`config.mk`:
```
export PLATFORM = sky130hd
export DESIGN_NAME = instr_encoder
export DESIGN_NICKNAME = d
export VERILOG_FILES = /design/src/rtl/instr_pkg.sv /design/src/rtl/instr_fifo.sv /design/src/rtl/instr_encoder.sv
export SDC_FILE = /design/constraint.sdc
export NUM_CORES = 1
export LEC_CHECK = 0
export CAP_MARGIN = 20
export CORE_MARGIN = 3
export CORE_UTILIZATION = 60
export CTS_BUF_LIST = sky130_fd_sc_hd__clkbuf_4 sky130_fd_sc_hd__clkbuf_8
export DETAILED_ROUTE_END_ITERATION = 7
export PLACE_DENSITY = 0.95
export REMOVE_ABC_BUFFERS = 1
export SKIP_CTS_REPAIR_TIMING = 1
export SKIP_LAST_GASP = 1
export SLEW_MARGIN = 20
export SYNTH_ARGS = -nofsm -noshare
export SYNTH_HDL_FRONTEND = slang
export SYNTH_SLANG_ARGS = --single-unit
```
`constraint.sdc`:
```
create_clock -name Clk -period 4 [get_ports Clk]
set_clock_uncertainty 0.1 [all_clocks]
set_input_delay 0.4 -clock Clk [delete_from_list [all_inputs] [get_ports Clk]]
set_output_delay 0.4 -clock Clk [all_outputs]
set_load 0.005 [all_outputs]
```
`src/rtl/instr_pkg.sv`:
```
// Shared instruction-format definitions: opcode map, class codes and the field packer.
// The controller imports the same package so that encode and decode agree.
package instr_pkg;

   localparam logic [5:0] OP_RTYPE = 6'b000000;
   localparam logic [5:0] OP_LW    = 6'b100011;
   localparam logic [5:0] OP_SW    = 6'b101011;
   localparam logic [5:0] OP_BEQ   = 6'b000100;

   typedef enum logic [1:0] {
      CLS_R   = 2'b00,
      CLS_LW  = 2'b01,
      CLS_SW  = 2'b10,
      CLS_BEQ = 2'b11
   } instr_class_e;

   function automatic logic [31:0] encode(
      input instr_class_e cls,
      input logic [4:0]   rs,
      input logic [4:0]   rt,
      input logic [4:0]   rd,
      input logic [4:0]   shamt,
      input logic [5:0]   funct,
      input logic [15:0]  imm
   );
      logic [31:0] word;
      case (cls)
         CLS_R:   word = {OP_RTYPE, rs, rt, rd, shamt, funct};
         CLS_LW:  word = {OP_LW,  rs, rt, imm};
         CLS_SW:  word = {OP_SW,  rs, rt, imm};
         CLS_BEQ: word = {OP_BEQ, rs, rt, imm};
         default: word = 32'h0000_0000;
      endcase
      return word;
   endfunction

endpackage

```
`src/rtl/instr_fifo.sv`:
```
// Synchronous FIFO holding encoded words; power-of-two depth so pointers wrap naturally.
// Asynchronous active-low reset, synchronous clear.
module instr_fifo
   import instr_pkg::*;
#(
   parameter int DEPTH = 4,
   parameter int WIDTH = 32
) (
   input  logic                     clk,
   input  logic                     rst_n,
   input  logic                     clr,
   input  logic                     push,
   input  logic [WIDTH-1:0]         wr_data,
   input  logic                     pop,
   output logic [WIDTH-1:0]         rd_data,
   output logic [$clog2(DEPTH):0]   count
);

   localparam int PTR_W = $clog2(DEPTH);
   localparam int CNT_W = PTR_W + 1;

   logic [WIDTH-1:0] mem_r [DEPTH];
   logic [PTR_W-1:0] wr_ptr_r;
   logic [PTR_W-1:0] rd_ptr_r;
   logic [CNT_W-1:0] count_r;

   // Storage, pointers and occupancy; the caller never pushes when full or pops when empty.
   always_ff @(posedge clk or negedge rst_n) begin
      if (!rst_n) begin
         for (int i = 0; i < DEPTH; i++) begin
            mem_r[i] <= {WIDTH{1'b0}};
         end
         wr_ptr_r <= {PTR_W{1'b0}};
         rd_ptr_r <= {PTR_W{1'b0}};
         count_r  <= {CNT_W{1'b0}};
      end else if (clr) begin
         wr_ptr_r <= {PTR_W{1'b0}};
         rd_ptr_r <= {PTR_W{1'b0}};
         count_r  <= {CNT_W{1'b0}};
      end else begin
         if (push) begin
            mem_r[wr_ptr_r] <= wr_data;
            wr_ptr_r        <= wr_ptr_r + PTR_W'(1);
         end
         if (pop) begin
            rd_ptr_r <= rd_ptr_r + PTR_W'(1);
         end
         case ({push, pop})
            2'b10:   count_r <= count_r + CNT_W'(1);
            2'b01:   count_r <= count_r - CNT_W'(1);
            default: count_r <= count_r;
         endcase
      end
   end

   assign rd_data = mem_r[rd_ptr_r];
   assign count   = count_r;

endmodule

```
`src/rtl/instr_encoder.sv`:
```
// Instruction encoder/loader: packs decoded fields into MIPS words, buffers them,
// and streams them to IMEM at an auto-incrementing, wrap-tracking word address.
module instr_encoder
   import instr_pkg::*;
#(
   parameter int ADDR_W     = 6,
   parameter int FIFO_DEPTH = 4
) (
   input  logic                          Clk,
   input  logic                          Rst,
   input  logic                          Clear,
   input  logic                          InValid,
   output logic                          InReady,
   input  logic [1:0]                    InClass,
   input  logic [4:0]                    InRs,
   input  logic [4:0]                    InRt,
   input  logic [4:0]                    InRd,
   input  logic [4:0]                    InShamt,
   input  logic [5:0]                    InFunct,
   input  logic [15:0]                   InImm,
   output logic                          MemWrite,
   input  logic                          MemReady,
   output logic [ADDR_W-1:0]             MemAddr,
   output logic [31:0]                   MemData,
   output logic [$clog2(FIFO_DEPTH):0]   Count,
   output logic                          Wrapped
);

   localparam int               CNT_W    = $clog2(FIFO_DEPTH) + 1;
   localparam logic [CNT_W-1:0] DEPTH_C  = CNT_W'(FIFO_DEPTH);
   localparam logic [ADDR_W-1:0] ADDR_TOP = {ADDR_W{1'b1}};

   logic [31:0]       enc_s;
   logic              push_s;
   logic              pop_s;
   logic [ADDR_W-1:0] addr_r;
   logic              wrapped_r;

   // Encoding and handshake; InReady is gated by Rst so it reads 0 throughout reset.
   always_comb begin
      enc_s    = encode(instr_class_e'(InClass), InRs, InRt, InRd, InShamt, InFunct, InImm);
      InReady  = Rst && (Count < DEPTH_C);
      MemWrite = (Count != {CNT_W{1'b0}});
      push_s   = InValid && InReady;
      pop_s    = MemWrite && MemReady;
   end

   instr_fifo #(
      .DEPTH (FIFO_DEPTH),
      .WIDTH (32)
   ) u_fifo (
      .clk     (Clk),
      .rst_n   (Rst),
      .clr     (Clear),
      .push    (push_s),
      .wr_data (enc_s),
      .pop     (pop_s),
      .rd_data (MemData),
      .count   (Count)
   );

   // Write address advances on each accepted write; Wrapped latches the top-to-zero rollover.
   always_ff @(posedge Clk or negedge Rst) begin
      if (!Rst) begin
         addr_r    <= {ADDR_W{1'b0}};
         wrapped_r <= 1'b0;
      end else if (Clear) begin
         addr_r    <= {ADDR_W{1'b0}};
         wrapped_r <= 1'b0;
      end else if (pop_s) begin
         addr_r <= addr_r + ADDR_W'(1);
         if (addr_r == ADDR_TOP) begin
            wrapped_r <= 1'b1;
         end
      end
   end

   assign MemAddr = addr_r;
   assign Wrapped = wrapped_r;

endmodule

```
# Word level (Yosys, flattened, before mapping)
# Index checks and enable logic that the tools add are counted.
[totals] input_bits=49 ff_bits=142
[classes] n_lt_le_gt_ge=4 add_sub_neg=5 eq_ne=6 n_bitwise=3 reduce_logical=12 mux=18
[op_table] cell="$bwmux 128" count=1
[op_table] cell="$pmux 32 s4" count=1
[op_table] cell="$mux 32" count=3
[op_table] cell="$bmux 32 s2" count=1
[op_table] cell="$demux 32 s2" count=1
[op_table] cell="$mux 6" count=2
[op_table] cell="$mux 2" count=4
[op_table] cell="$add 6x1->6 const B" count=1
[op_table] cell="$eq 2x2->1 const B" count=3
[op_table] cell="$eq 6x6->1 const B" count=1
[op_table] cell="$ge 3x3->1 const B" count=2
[op_table] cell="$not 2->3" count=2
[op_table] cell="$pmux 3 s2" count=1
[op_table] cell="$reduce_bool 2->1" count=3
[op_table] cell="$reduce_bool 3->1" count=2
[op_table] cell="$add 2x1->2 const B" count=2
[op_table] cell="$eq 2x1->1 const B" count=2
[op_table] cell="$logic_and 1x1->1" count=4
[op_table] cell="$reduce_and 2->1" count=2
[op_table] cell="$add 3x1->3 const B" count=1
[op_table] cell="$lt 3x1->1 const B" count=1
[op_table] cell="$lt 3x3->1 const B" count=1
[op_table] cell="$mux 1" count=3
[op_table] cell="$mux 3" count=1
[op_table] cell="other kinds (3)" count=3

# Longest topological paths before layout
# Gate-level depths: netlist of the first run.
[logic_depth] ltp_word=6 mapped_depth=7

# Hierarchy
# A second synthesis of the first run with hierarchy kept.
[hier_totals] hier_cells=417 area_unflattened_um2=6915.4
[modules_own_cells] module="instr_fifo" area_each_um2=6259.8 n_inst=1 seq_area_each_um2=3378.2 cells_per_inst=349
[modules_own_cells] module="instr_encoder" area_each_um2=655.6 n_inst=1 seq_area_each_um2=175.2 cells_per_inst=68

# Worst setup path before layout of the first run
# Ideal clock, no wire load.
[synth_path] path_kind="register to register" startpoint="reg u_fifo.count_r[2], in the netlist u_fifo.count[2]" endpoint="reg u_fifo.count_r[2], in the netlist u_fifo.count[2]" setup_time_ns=0.082 arrival_time_ns=2.206 stages_incl_launch_ff=7 path_buffers=1 slack_ns=1.612 t_required_ns=3.818 path_cell_list="dfrtp_1 > buf_2 > o31ai_2 > nor2_1 > fa_1 > or4_1 > a31oi_1"
[synth_between] elab_chain_len=6 word_cells_on_any_way=12 classes_between="add/sub (2); order compare (1); eq/ne (2); mux (2); reduce/logical (5)"
[synth_rtl] item="start: declaration" line="instr_fifo.sv:25" source="logic [CNT_W-1:0] count_r;"
[synth_rtl] item="start signal: assignment" line="instr_fifo.sv:35" source="count_r <= {CNT_W{1'b0}};"
[synth_rtl] item="start signal: assignment" line="instr_fifo.sv:39" source="count_r <= {CNT_W{1'b0}};"
[synth_rtl] item="start signal: assignment" line="instr_fifo.sv:49" source="2'b10: count_r <= count_r + CNT_W'(1);"
[synth_rtl] item="$lt 3x3->1" line="instr_encoder.sv:42" source="InReady = Rst && (Count < DEPTH_C);"
[synth_rtl] item="$logic_and 1x1->1" line="instr_encoder.sv:42"
[synth_rtl] item="$logic_and 1x1->1" line="instr_encoder.sv:44" source="push_s = InValid && InReady;"
[synth_rtl] item="$eq 2x1->1 or $eq 2x2->1 (tied branches)" line="instr_fifo.sv:48" source="case ({push, pop})"
[synth_rtl] item="$pmux 3 s2" line="instr_fifo.sv:48"
[synth_rtl] item="$mux 3" line="instr_fifo.sv:36" source="end else if (clr) begin"
# Parallel ways exist; a longest one is shown, timed or not.
# A chain may end at the register's enable or synchronous reset.

# Final worst setup path of the first run
[layout_path] startpoint="reg u_fifo.rd_ptr_r[0]" endpoint="out MemData[26]"
[layout_between] elab_chain_len=4
[layout_rtl] item="start: declaration" line="instr_fifo.sv:24" source="logic [PTR_W-1:0] rd_ptr_r;"
[layout_rtl] item="start signal: assignment" line="instr_fifo.sv:34" source="rd_ptr_r <= {PTR_W{1'b0}};"
[layout_rtl] item="start signal: assignment" line="instr_fifo.sv:38" source="rd_ptr_r <= {PTR_W{1'b0}};"
[layout_rtl] item="start signal: assignment" line="instr_fifo.sv:46" source="rd_ptr_r <= rd_ptr_r + PTR_W'(1);"
[layout_rtl] item="$not 2->3 (implied by the code)" line="instr_fifo.sv:56" source="assign rd_data = mem_r[rd_ptr_r];"
[layout_rtl] item="$bmux 32 s2" line="instr_fifo.sv:56"
[layout_rtl] item="$mux 32 (implied by the code) (2 in series)" line="instr_fifo.sv:56"
[layout_rtl] item="end: declaration" line="instr_encoder.sv:24" source="output logic [31:0] MemData,"
# No other way between the ends. The select of a mux whose other input is x is not followed.

==> impl_metrics.env, run 1 <==
export IMPL_synth_fa_ha_area_share_pct=2.52
export IMPL_cts_max_level=4
export IMPL_cts_sinks=130
export IMPL_hold_slack_ns=0.394
export IMPL_antenna_found_initial=0
export IMPL_arrival_ns=2.63
export IMPL_critPathKind="reg2out"
export IMPL_synth_xor_area_share_pct=0.700
export IMPL_track_usage_pct=24.9
export IMPL_dp_hpwl_um=8580
export IMPL_grt_pass1_wl_um=22000
export IMPL_cp_slowest_cell="dfrtp_2"
export IMPL_p_leak_nw=3.46
export IMPL_first_pass_iters=4
export IMPL_startpoint_type="flop"
export IMPL_timing_final_crit_share_pct=78.2
export IMPL_die_height_um=108
export IMPL_gp_congestion=0.798
export IMPL_vias=3923
export IMPL_finalHoldViolCount=0
export IMPL_tns_ns=0
export IMPL_cp_max_fo=19
export IMPL_avgSynthCellArea_um2=14.8
export IMPL_die_area_um2=11700
export IMPL_synth_top_family_by_area="multiplexers"
export IMPL_ir_drop_mv=0.299
export IMPL_remaining_drc_errors=0
export IMPL_ant_nets=0
export IMPL_fp_dieW_um=108
export IMPL_start_util_pct=62.9
export IMPL_worst_slew_margin_rel_pct=37.9
export IMPL_drive_gt1_share_pct=37.1
export IMPL_cts_root_buf="clkbuf_8"
export IMPL_dp_cells=623
export IMPL_cts_tree="built"
export IMPL_row_count=36
export IMPL_drtIter0Drc=172
export IMPL_required_ns=3.50
export IMPL_final_core_util_pct=76.8
export IMPL_power_density_nw_per_um2=498
export IMPL_avgRoutedWirePerCell_um=20.6
export IMPL_numCtsBuffers=17
export IMPL_fin_crit_ns=3.13
export IMPL_netlist_area_um2=6260
export IMPL_drt_wl_total_um=13500
export IMPL_ys_warn_count=0
export IMPL_overflow=0
export IMPL_num_io_pins=93
export IMPL_antenna_cells=0
export IMPL_yosysSeqAreaShare_pct=52.0
export IMPL_power_mw=3.81
export IMPL_worst_pin_slew_ns=0.932
export IMPL_max_stage_delay_ns=0.78
export IMPL_maxSlewViolCount=0
export IMPL_syn_inst=422
export IMPL_ys_types=41
export IMPL_setup_violations_final=0
export IMPL_cp_cell_sequence="buf_4, mux4_2, clkdlybuf4s50_1"
export IMPL_critPathBufInv=2
export IMPL_core_area_um2=9950
export IMPL_portBuffers=91
export IMPL_worstSkewPairLatency_ns=0.43
export IMPL_end_kind="primary output"
export IMPL_synth_seq_cells=130
export IMPL_synthMuxAreaShare_pct=31.7
export IMPL_maxCapViolCount=0
export IMPL_synth_compound_area_share_pct=4.64
export IMPL_grt_max_degree=77
export IMPL_grt_setup_unrepaired="false"
export IMPL_synthSimpleGateAreaFrac_pct=4.74
export IMPL_clk_pin_slew_ns=0.08
export IMPL_fmax_mhz=320
export IMPL_clock_path_buffers=2
export IMPL_syn_to_final_growth_pct=22.2
export IMPL_status="complete, no violations"
export IMPL_grt_pass1_vias=4366
export IMPL_min_path_type="in2async"
export IMPL_fin_cells=656
export IMPL_crit_family="buffers and inverters"
export IMPL_fin_nets=571
export IMPL_viasPerCell=5.98
## registers in the layout, summed over array words and instances (netlist names)
register	cells
u_fifo.mem_r	116
MemAddr	6
u_fifo.count	3
u_fifo.rd_ptr_r	2
u_fifo.wr_ptr_r	2
Wrapped	1
## worst paths after layout
kind	start	cells after the start	slack, ns	end
worst max-delay path	u_fifo.rd_ptr_r[0]	3	0.87	MemData[26]
worst min-delay path	Rst	2	0.39	u_fifo.mem_r[23]
max in group asynchronous	Rst	3	2.06	u_fifo.mem_r[52]
min in group Clk	u_fifo.mem_r[57]	1	0.41	u_fifo.mem_r[57]
worst max register to register	u_fifo.count[2]	5	1.30	u_fifo.count[2]
worst min register to register	u_fifo.mem_r[57]	1	0.41	u_fifo.mem_r[57]
## cells in the final DEF, fill, tap and decap left out, types with 2 or more instances in the layout
| cell type | Yosys | layout |
|---|---|---|
| nand3_1 | 2 | 2 |
| o31ai_1 | 2 | 2 |
| mux4_2 | 29 | 29 |
| or3_1 | 3 | 3 |
| dfrtp_1 | 130 | 129 |
| nand2_1 | 8 | 8 |
| nor2b_1 | 18 | 18 |
| clkdlybuf4s50_1 | 0 | 90 |
| inv_6 | 0 | 3 |
| clkinv_4 | 0 | 5 |
| clkbuf_8 | 0 | 17 |
| mux2_2 | 117 | 117 |
| nor2_1 | 8 | 8 |
| clkinvlp_4 | 0 | 2 |
| ha_1 | 11 | 11 |
| bufinv_16 | 0 | 3 |
| inv_1 | 7 | 7 |
| or4_1 | 3 | 3 |
| o21ai_0 | 4 | 4 |
| buf_4 | 7 | 10 |
| a22o_1 | 16 | 16 |
| and2_1 | 2 | 2 |
| xnor2_1 | 2 | 2 |
| a21oi_1 | 7 | 7 |
| xor2_1 | 3 | 3 |
## final cells by class
cell class                      count  area, um^2
Fill cell                         567        2310
Multi-Input combinational cell    252        2780
Timing Repair Buffer              102         997
Clock inverter                     14         180
Clock buffer                       18         241
Tap cell                          133         166
Inverter                            7        26.3
Sequential cell                   130        3250
## logic make-up (layout without fill, tap and decap cells)
family | count (synthesis) | after routing
AOI/OAI and AO/OA | 38 | 38
adders and majority gates | 12 | 12
muxes | 147 | 147
xor gates and xnor gates | 5 | 5
DFF | 130 | 130
buffers and inverters | 40 | 141
other | 1 | 1
and+or+nand+nor | 49 | 49
## cell usage after synthesis, drive strengths merged
library cell / instances / area share, %
dfrtp: 130 / 52
mux2: 117 / 21
mux4: 29 / 10
buf: 26 / 2.8
nor2b: 18 / 1.8
a22o: 16 / 2.2
ha: 11 / 2.2
nand2: 8 / 0.48
nor2: 8 / 0.48
a21oi: 7 / 0.56
clkbuf: 7 / 0.44
inv: 7 / 0.42
o21ai: 4 / 0.32
o31ai: 3 / 0.44
or3: 3 / 0.30
or4: 3 / 0.36
xor2: 3 / 0.42
and2: 2 / 0.20
nand3: 2 / 0.16
o311ai: 2 / 0.28
xnor2: 2 / 0.28
a31oi: 1 / 0.10
a32oi: 1 / 0.14
and3b: 1 / 0.14
and4bb: 1 / 0.20
conb: 1 / 0.060
fa: 1 / 0.32
mux2i: 1 / 0.16
nand2b: 1 / 0.10
nand3b: 1 / 0.32
nor3b: 1 / 0.20
o21a: 1 / 0.12
o32a: 1 / 0.16
o32ai: 1 / 0.14
o41ai: 1 / 0.14
## power by group
| group | switching [mW] | internal (mW) | total, mW |
|---|---|---|---|
| clock network | 0.530 | 0.632 | 1.16 |
| logic | 0.318 | 0.631 | 0.949 |
| registers | 0.156 | 1.54 | 1.70 |
| total | 1.00 | 2.80 | 3.81 |
## metrics by stage
stage | area (um^2) | setup WS, ns
global placement | 7210 | 1.25
detailed placement | 7210 | 1.14
CTS | 7630 | 0.796
floorplan | 6050 | 1.48
finish | 7640 | 0.871
global route | 7640 | 0.712
## layer usage
layer	GRT usage [%]	vias to the layer above	part of all wire [%]
met2	42.4	128	51
met4	7.84	0	2.0
met1	31.2	2040	41
met5	0	-	0
met3	6.93	25	5.5
li1	-	1730	-
No activity file was read; power rests on OpenSTA's default activity.
==> run 2, diff against run 1 <==
Settings changed: CORE_UTILIZATION 60 to 56, PLACE_DENSITY 0.95 to 0.93.
Clock period 4 ns to 3.1 ns, I/O delays scaled along.
==> run 2 against run 1 <==
  * Utilization decreased by 3.8 points
  * Clock power rose by 36%
  * Clock-buffer cell count rose by 1
  * Critical endpoint unchanged
  * Largest cell class unchanged
  * Highest routed layer unchanged
==> impl_metrics.env, run 2 (synthesized netlist as in run 1, its figures left out) <==
export IMPL_sw_frac_of_total_pct=25.3
export IMPL_clk_pin_slew_ns=0.07
export IMPL_reg2reg_depth=6
export IMPL_cts_sinks=130
export IMPL_ir_drop_mv=0.371
export IMPL_startpoint="u_fifo.rd_ptr_r[1]"
export IMPL_critPathBufInv=1
export IMPL_power_internal_mw=3.73
export IMPL_end_kind="primary output"
export IMPL_cp_cell_sequence="mux4_2, clkdlybuf4s50_1"
export IMPL_grt_max_degree=73
export IMPL_p_switching_mw=1.26
export IMPL_endpoint="MemData[26]"
export IMPL_maxSlewViolCount=0
export IMPL_tns_ns=0
export IMPL_grt_pass1_vias=4296
export IMPL_num_io_pins=93
export IMPL_worst_slew_margin_rel_pct=39.0
export IMPL_cp_max_fo=30
export IMPL_avgRoutedWirePerCell_um=20.1
export IMPL_final_core_util_pct=73.0
export IMPL_cts_tree="built"
export IMPL_row_count=37
export IMPL_track_usage_pct=22.5
export IMPL_critPathKind="reg2out"
export IMPL_p_leak_nw=3.50
export IMPL_fmax_mhz=368
export IMPL_largest_register_ffs=116
export IMPL_die_height_um=112
export IMPL_min_path_type="in2async"
export IMPL_regToRegEndpoint="u_fifo.count[1]"
export IMPL_fillers=693
export IMPL_r2r_start="u_fifo.count[2]"
export IMPL_maxCapViolCount=0
export IMPL_status="complete, no violations"
export IMPL_gp_congestion=0.744
export IMPL_setup_violations_final=0
export IMPL_cts_root_buf="clkbuf_8"
export IMPL_fp_dieW_um=112
export IMPL_ant_nets=0
export IMPL_startpoint_type="flop"
export IMPL_crit_family="flip-flops"
export IMPL_power_share_clock_pct=31.7
export IMPL_antenna_found_initial=0
export IMPL_first_pass_iters=4
export IMPL_grt_pass1_wl_um=22100
export IMPL_worst_pin_slew_ns=0.915
export IMPL_layout_common_cells="dfrtp_1 (128), mux2_2 (117), clkdlybuf4s50_1 (90)"
export IMPL_portBuffers=91
export IMPL_dp_hpwl_um=8810
export IMPL_viasPerCell=5.91
export IMPL_start_util_pct=59.0
export IMPL_cp_slowest_cell="dfrtp_2"
export IMPL_remaining_drc_errors=0
export IMPL_timing_final_crit_share_pct=87.7
export IMPL_power_density_nw_per_um2=645
export IMPL_top_register="u_fifo.mem_r"
export IMPL_antenna_cells=0
export IMPL_share_comb_of_total_power_pct=25.0
export IMPL_ff_latch_area_um2=3260
export IMPL_numCtsBuffers=17
export IMPL_pwr_share_seq_pct=43.4
export IMPL_vias=3910
export IMPL_drt_wl_total_um=13300
export IMPL_max_stage_delay_ns=0.92
export IMPL_syn_to_final_growth_pct=23.7
export IMPL_arrival_ns=2.31
export IMPL_multiInputGateArea_um2=2790
export IMPL_hold_slack_ns=0.194
export IMPL_drtIter0Drc=181
export IMPL_required_ns=2.69
export IMPL_drive_gt1_share_pct=38.2
export IMPL_layout_commonest_cell="dfrtp_1"
export IMPL_finalHoldViolCount=0
export IMPL_cts_max_level=4
export IMPL_grt_setup_unrepaired="false"
export IMPL_core_area_um2=10600
export IMPL_crit_cells=2
export IMPL_fin_nets=574
export IMPL_die_area_um2=12500
export IMPL_overflow=0
export IMPL_clock_path_buffers=2
export IMPL_r2r_slack_ns=0.47
export IMPL_worstSkewPairLatency_ns=0.43
export IMPL_fin_crit_ns=2.72
==> run 2: cell count changes in the layout (fill, tap and decap cells not counted), moves of 2 or more <==
cell,change
clkinv_2,+2
buf_12,+3
nand2_1,-3
clkinv_4,-2
inv_6,-3
clkbuf_8,+2
nand2_2,+3
==> run 2: layout make-up <==
cell class | instances | share of cell area, %
timing repair buffer | 105 | 13.7
inverter | 7 | 0.339
clock inverter | 13 | 2.38
tap | 136 | 2.20
clock buffer | 19 | 3.38
sequential | 130 | 42.1
multi-input combinational | 252 | 36.0
==> run 2: worst min path at each step <==
stage / end / from / cells after the start / slack (ns)
floorplan: MemAddr[0] / Rst / 0 / -0.09
global placement: u_fifo.count[2] / Rst / 1 / 0.02
detailed placement: u_fifo.count[2] / Rst / 1 / 0.02
CTS: u_fifo.count[2] / Rst / 1 / -0.46
global route: u_fifo.count[2] / Rst / 2 / 0.17
finish: u_fifo.count[2] / Rst / 2 / 0.19
==> run 2: stage by stage <==
step,area (um^2),std cells,worst slack (ns),total power [mW]
final,7740,662,0.383,4.99
after global routing,7740,662,0.295,5.23
after CTS,7730,661,0.370,5.03
after detailed placement,7290,629,0.386,3.44
after global placement,7290,629,0.449,3.37
after floorplan,6050,389,0.580,2.81
==> run 2: per-layer routing <==
metal  share of wire, %  vias to the layer above  wire length (um)  global-route usage [%]
li1                   -                     1737                 -                       -
met1                 42                     2050              5600                    29.1
met2                 51                      112              6770                    37.8
met3                5.7                       11               758                    5.92
met4                1.2                        0               153                    6.57
met5                  0                        -                 0                       0
==> run 2: power by group through the flow <==
stage | registers (mW) | clock network (mW) | logic, mW
4_1_cts | 2.16 | 1.61 | 1.26
3_3_place_gp | 2.16 | 0 | 1.21
6_report | 2.16 | 1.58 | 1.25
3_5_place_dp | 2.19 | 0 | 1.25
2_1_floorplan | 2.16 | 0 | 0.643
5_1_grt | 2.20 | 1.69 | 1.35
==> run 2: worst reg2reg max path, delay by kind of cell (launching register included) <==
kind | cells | cell delay [ns]
AO/OA/AOI/OAI | 3 | 0.96
flip-flops | 1 | 0.53
AND/OR/NAND/NOR | 1 | 0.14
multiplexers | 1 | 0.29
adder cells (fa/ha/maj) | 1 | 0.50
